[src/rtl/bus_arbiter_if.sv]
// Shared-bus handshake bundle: requester side (master) and arbiter side (slave).
interface bus_arbiter_if #(
    parameter int NREQ = 4
);
    logic [NREQ-1:0]         req;
    logic [NREQ-1:0]         lock;
    logic [2*NREQ-1:0]       dst;
    logic [NREQ-1:0]         xfer_en;
    logic [3:0]              load_en;
    logic [NREQ-1:0]         ack;
    logic [$clog2(NREQ)-1:0] owner;
    logic                    busy;

    modport master (
        output req, lock, dst,
        input  xfer_en, load_en, ack, owner, busy
    );

    modport slave (
        input  req, lock, dst,
        output xfer_en, load_en, ack, owner, busy
    );
endinterface

[src/rtl/bus_arbiter.sv]
// Round-robin owner of a shared tristate data bus: grant -> DRIVE -> LOAD,
// with bounded back-to-back bursts for a requester holding lock.
module bus_arbiter #(
    parameter int NREQ     = 4,
    parameter int LOCK_MAX = 3
) (
    input logic          clk,
    input logic          reset,
    bus_arbiter_if.slave bus
);
    localparam int IW = $clog2(NREQ);
    localparam int DW = 2;
    localparam int CW = (LOCK_MAX > 1) ? $clog2(LOCK_MAX) : 1;

    typedef enum logic [1:0] {IDLE, DRIVE, LOAD} state_t;
    typedef struct packed {
        logic          found;
        logic [IW-1:0] idx;
    } pick_t;

    state_t        state_q, state_d;
    logic [IW-1:0] owner_q, owner_d;
    logic [IW-1:0] ptr_q, ptr_d;
    logic [IW-1:0] rel_ptr;
    logic [DW-1:0] dsel_q, dsel_d;
    logic [CW-1:0] cnt_q, cnt_d;
    pick_t         idle_pick, rel_pick;
    logic          keep;

    // Lowest offset from start wins; the loop runs backwards so the last hit is the winner.
    function automatic pick_t rr_pick(input logic [NREQ-1:0] r, input logic [IW-1:0] start);
        pick_t p;
        int    j;
        p = '0;
        for (int k = NREQ - 1; k >= 0; k--) begin
            j = (int'(start) + k) % NREQ;
            if (r[j]) begin
                p.found = 1'b1;
                p.idx   = IW'(j);
            end
        end
        return p;
    endfunction

    function automatic logic [DW-1:0] dst_of(input logic [2*NREQ-1:0] d, input logic [IW-1:0] i);
        return d[DW*i +: DW];
    endfunction

    assign rel_ptr   = (owner_q == IW'(NREQ - 1)) ? '0 : owner_q + 1'b1;
    assign idle_pick = rr_pick(bus.req, ptr_q);
    assign rel_pick  = rr_pick(bus.req, rel_ptr);
    // cnt_q counts extra transfers already taken in this burst, so it stops at LOCK_MAX-1.
    assign keep      = bus.lock[owner_q] && bus.req[owner_q] && (cnt_q < CW'(LOCK_MAX - 1));

    always_ff @(posedge clk or negedge reset) begin
        if (!reset) begin
            state_q <= IDLE;
            owner_q <= '0;
            ptr_q   <= '0;
            dsel_q  <= '0;
            cnt_q   <= '0;
        end else begin
            state_q <= state_d;
            owner_q <= owner_d;
            ptr_q   <= ptr_d;
            dsel_q  <= dsel_d;
            cnt_q   <= cnt_d;
        end
    end

    always_comb begin
        state_d = state_q;
        owner_d = owner_q;
        ptr_d   = ptr_q;
        dsel_d  = dsel_q;
        cnt_d   = cnt_q;
        unique case (state_q)
            IDLE: begin
                if (idle_pick.found) begin
                    state_d = DRIVE;
                    owner_d = idle_pick.idx;
                    dsel_d  = dst_of(bus.dst, idle_pick.idx);
                    cnt_d   = '0;
                end
            end
            DRIVE: state_d = LOAD;
            LOAD: begin
                if (keep) begin
                    state_d = DRIVE;
                    dsel_d  = dst_of(bus.dst, owner_q);
                    cnt_d   = cnt_q + 1'b1;
                end else begin
                    // Released owner drops to lowest priority for the immediate re-arbitration.
                    cnt_d = '0;
                    ptr_d = rel_ptr;
                    if (rel_pick.found) begin
                        state_d = DRIVE;
                        owner_d = rel_pick.idx;
                        dsel_d  = dst_of(bus.dst, rel_pick.idx);
                    end else begin
                        state_d = IDLE;
                    end
                end
            end
            default: state_d = IDLE;
        endcase
    end

    // Outputs decode only flops, so reset clears the bus at once and req never reaches xfer_en.
    always_comb begin
        bus.xfer_en = '0;
        bus.load_en = '0;
        bus.ack     = '0;
        bus.busy    = (state_q != IDLE);
        bus.owner   = owner_q;
        if (state_q != IDLE) bus.xfer_en[owner_q] = 1'b1;
        if (state_q == LOAD) begin
            bus.load_en[dsel_q] = 1'b1;
            bus.ack[owner_q]    = 1'b1;
        end
    end
endmodule

[src/flat_wrapper.sv]
// flat-port wrapper written by rule: the top's interface ports become plain ports
module bus_arbiter_flat 
#(
    parameter int NREQ     = 4,
    parameter int LOCK_MAX = 3
)
  (clk, reset, bus_req, bus_lock, bus_dst, bus_xfer_en, bus_load_en, bus_ack, bus_owner, bus_busy);
  bus_arbiter_if #(.NREQ(NREQ)) bus_i ();
  input logic clk;
  input logic reset;
  input wire logic [$bits(bus_i.req)-1:0] bus_req;
  input wire logic [$bits(bus_i.lock)-1:0] bus_lock;
  input wire logic [$bits(bus_i.dst)-1:0] bus_dst;
  output wire logic [$bits(bus_i.xfer_en)-1:0] bus_xfer_en;
  output wire logic [$bits(bus_i.load_en)-1:0] bus_load_en;
  output wire logic [$bits(bus_i.ack)-1:0] bus_ack;
  output wire logic [$bits(bus_i.owner)-1:0] bus_owner;
  output wire logic [$bits(bus_i.busy)-1:0] bus_busy;
  assign bus_i.req = bus_req;
  assign bus_i.lock = bus_lock;
  assign bus_i.dst = bus_dst;
  assign bus_xfer_en = bus_i.xfer_en;
  assign bus_load_en = bus_i.load_en;
  assign bus_ack = bus_i.ack;
  assign bus_owner = bus_i.owner;
  assign bus_busy = bus_i.busy;
  bus_arbiter #(.NREQ(NREQ), .LOCK_MAX(LOCK_MAX)) u_core (.clk(clk), .reset(reset), .bus(bus_i));
endmodule
[config.mk]
export PLATFORM = sky130hd
export DESIGN_NAME = bus_arbiter_flat
export DESIGN_NICKNAME = d
export VERILOG_FILES = /design/src/rtl/bus_arbiter_if.sv /design/src/rtl/bus_arbiter.sv /design/src/flat_wrapper.sv
export SDC_FILE = /design/constraint.sdc
export NUM_CORES = 1
export LEC_CHECK = 0
export BUFFER_PORTS_ARGS = -buffer_cell sky130_fd_sc_hd__buf_4
export CORE_MARGIN = 2
export CORE_UTILIZATION = 48
export DETAILED_ROUTE_END_ITERATION = 6
export GPL_TIMING_DRIVEN = 0
export PLACE_DENSITY = 0.85
export SLEW_MARGIN = 20
export SYNTH_ARGS = -nofsm -noshare
export SYNTH_HDL_FRONTEND = slang
export SYNTH_SLANG_ARGS = --single-unit
[constraint.sdc]
create_clock -name clk -period 6.58 [get_ports clk]
set_clock_uncertainty 0.15 [all_clocks]
set_input_delay 1.316 -clock clk [delete_from_list [all_inputs] [get_ports clk]]
set_output_delay 1.316 -clock clk [all_outputs]
set_load 0.01 [all_outputs]
==> metrics.md <==
| Metric | Value |
|---|---|
| Register area share after synthesis | 0.231 |
| Delay-heaviest family, CP | buffers and inverters |
| Area added between synthesis and finish | 26.8% |
| Period utilization | 0.498 |
| Post-Syn Instances | 134 |
| Status | finished, final reports clean |
| Inst Count DP | 193 |
| Syn Std Cell Area | 1080 µm² |
| Cell taking the most area after synthesis | dfrtp_1 |
| Worst slew pin tran | 0.460 ns |
| Reg clk slew, reported paths | 0.06 ns |
| Worst hold path class | flop to flop |
| Syn nets | 156 |
| DR WL/cell | 13.3 µm |
| CP arrival | 1.81 ns |
| Width of the die | 51.5 µm |
| Worst Setup End Kind | output port |
| CTS max path bufs | 2 |
| Routed Antenna Nets | 0 |
| Antenna Cells | 0 |
| Worst path bufs/invs | 3 |
| PostCTS Resize Cnt | 0 |
| Seq cells post-synth | 10 |
| Num CTS Buffers | 3 |
| Share of the synthesized area in the top cell type | 0.231 |
| Max Freq | 305 MHz |
| Die height | 51.5 µm |
| DR vias/cell | 5.79 |
| Cells along the critical path | inv_1 -> nor2_1 -> clkbuf_1 -> nand2_1 -> nor2_1 -> buf_4 |
| Slew Limit Fails | 0 |
| Worst setup path start | u_core.state_q[1]$_DFFE_PN0P_ |
| Area contributors post-synth | dfrtp_1, nand2_1, ha_1 |
| Synth Area in Compound Gates | 0.298 |
| Post-route cell area | 1380 µm² |
| Hold Vio Cnt, Final | 0 |
| GRT overflow | 0 |
| Largest family of logic cells by synthesized area | simple AND/OR/NAND/NOR gates |
| Vias in the first global route | 988 |
| WHS | 0.343 ns |
| Number of synthesized flops with an enable pin | 0 |
| Relative slew margins | 0.691 |
| Synth Area in XOR/XNOR | 0 |
| Commonest non-fill, non-tap cells in the layout | buf_4, nand2_1, dfrtp_1, nor2_1 |
| RR Endpoint | u_core.dsel_q[0]$_DFFE_PN0P_ |
| Max Cap Viol | 0 |
| Fin nets | 192 |
| I/O Buffers | 31 |
| Asr flop ratio synth | 1.00 |
| Synth Flop Type | dfrtp_1 |
| Root Buffer | clkbuf_4 |
| CP startpoint kind | flop |
| Setup TNS | 0 ns |
| Pin count of the biggest net entering global routing | 11 |
| DRT Pass-1 Iters | 4 |
| Synthesis warning total | 0 |
| Total Wirelength | 2.61 mm |
| RSZ-0062 raised after global routing | false |
| Pre-CTS WS | 3.34 ns |
| Worst Path Max Fanout | 10 |
| RD Place Congestion | 0.865 |
| Syn avg cell area | 8.10 µm² |
| Worst Setup Path Type | flop to output port |
| Worst r2r path cells | 9 |
| # clock sinks | 10 |
| Layout Cells excl Fill | 196 |
| Placed cell area | 1350 µm² |
| Max incr delay on CP | 0.40 ns |
| Initial DRC Count | 18 |
| Synth Area in Simple Gates | 0.319 |
| Row Count | 17 |
| VDD IR max | 0.000222 V |
| Post-route DRC | 0 |
| Reg2reg setup slack | 3.75 ns |
| End of the critical path | bus_load_en[1] |
| CP max stage cell | dfrtp_1 |
| # setup viols final | 0 |
| Multiplexer area fraction after synthesis | 0.0300 |
| Hold-fix buffers, CTS | 0 |
| H-tree levels | 1 |
| Levels on crit path | 6 |
| Setup slack after layout | 3.30 ns |
| GRT Util Overall | 0.210 |
| Crit path time final | 3.28 ns |
| Initial antenna violation count | 0 |
| Power Dens Cells | 364 nW/µm² |
| I/O pin count | 33 |
| Wire length of the first global-routing pass | 4.24 mm |
| Adder-cell share of the synthesized area | 0.0461 |
| Synth unique cells | 47 |
| Effective utilization at floorplan | 0.500 |
| Commonest non-fill, non-tap cell in the layout | buf_4 |
| Crit path top cell by count | nor2_1 |
| Post-CTS Setup Inserts | 0 |
| Die footprint | 2660 µm² |
| R2R Path Start | u_core.bus.owner[0]$_DFFE_PN0P_ |
| CTS tree | yes |
| Via Count | 1134 |
| Share of post-route cells with drive strength above 1 | 0.310 |
| Core area | 2170 µm² |
| WP data required | 5.11 ns |
| Worst skew pair latency | 0.27 ns |
| Post-DP HPWL | 2.07 mm |
| Leakage | 0.634 nW |
## cell families after synthesis
kind of cell	after synthesis
adder cells (fa/ha/maj)	4
flip-flops	10
buffers and inverters	17
AND/OR/NAND/NOR	60
multiplexers	3
AO/OA/AOI/OAI	40
## power by group
part,leakage [nW],internal [W],total (W),switching [W]
registers,0.123,0.0000856,0.000121,0.0000351
clock network,0.0138,0.0000211,0.0000418,0.0000207
logic,0.497,0.000158,0.000338,0.000180
total,0.634,0.000265,0.000501,0.000236
## worst register-to-register path, delay by kind of cell, from the launching register on
| family | cells | cell delay, ns |
|---|---|---|
| AO/OA/AOI/OAI | 2 | 0.54 |
| adder cells (fa/ha/maj) | 1 | 0.39 |
| buffers and inverters | 2 | 0.33 |
| flip-flops | 1 | 0.48 |
| multiplexers | 1 | 0.35 |
| AND/OR/NAND/NOR | 3 | 0.46 |
## cell type report
cell class / count / area (µm²)
plain buffers: 7 / 45.0
clock buffers: 3 / 22.5
fillers: 196 / 795
inverters: 10 / 37.5
multi-input cells: 107 / 752
flip-flops and latches: 10 / 250
well taps: 28 / 35.0
repair buffers: 31 / 233
## registers in the layout, summed over array words and instances (netlist names)
| signal | cells |
|---|---|
| u_core.bus.owner | 2 |
| u_core.cnt_q | 2 |
| u_core.dsel_q | 2 |
| u_core.ptr_q | 2 |
| u_core.state_q | 2 |
## cells in the mapped netlist, drive strengths merged, types with 3 or more instances
| cell type | instances |
|---|---|
| a211oi | 5 |
| buf | 6 |
| nor2b | 6 |
| ha | 4 |
| a21oi | 5 |
| nand3 | 4 |
| nand2 | 15 |
| inv | 10 |
| and2 | 5 |
| nor3 | 3 |
| a21o | 3 |
| nor2 | 9 |
| o21ai | 10 |
| dfrtp | 10 |
| nand2b | 8 |
## stage by stage
stage                     utilization  total power [W]
final                           0.634         0.000501
after global routing            0.634         0.000541
after CTS                       0.634         0.000501
after detailed placement        0.623         0.000457
after global placement          0.623         0.000447
after floorplan                     -         0.000360
## routing by layer
metal,part of all wire,GRT usage,up-vias
met5,0,0,-
met4,0.015,0.0746,0
met3,0.093,0.0316,5
met2,0.49,0.378,60
met1,0.40,0.252,510
li1,-,-,559
## worst min-delay path by stage
| stage | startpoint | to | slack [ns] | depth (start not counted) |
|---|---|---|---|---|
| floorplan | u_core.cnt_q[0]$_DFFE_PN0P_ | u_core.cnt_q[0]$_DFFE_PN0P_ | 0.31 | 1 |
| global placement | u_core.cnt_q[0]$_DFFE_PN0P_ | u_core.cnt_q[0]$_DFFE_PN0P_ | 0.33 | 1 |
| detailed placement | u_core.cnt_q[0]$_DFFE_PN0P_ | u_core.cnt_q[0]$_DFFE_PN0P_ | 0.34 | 1 |
| CTS | u_core.cnt_q[0]$_DFFE_PN0P_ | u_core.cnt_q[0]$_DFFE_PN0P_ | 0.35 | 1 |
| global route | u_core.cnt_q[0]$_DFFE_PN0P_ | u_core.cnt_q[0]$_DFFE_PN0P_ | 0.39 | 1 |
| finish | u_core.cnt_q[0]$_DFFE_PN0P_ | u_core.cnt_q[0]$_DFFE_PN0P_ | 0.34 | 1 |
(Power assumes the default switching activity.)
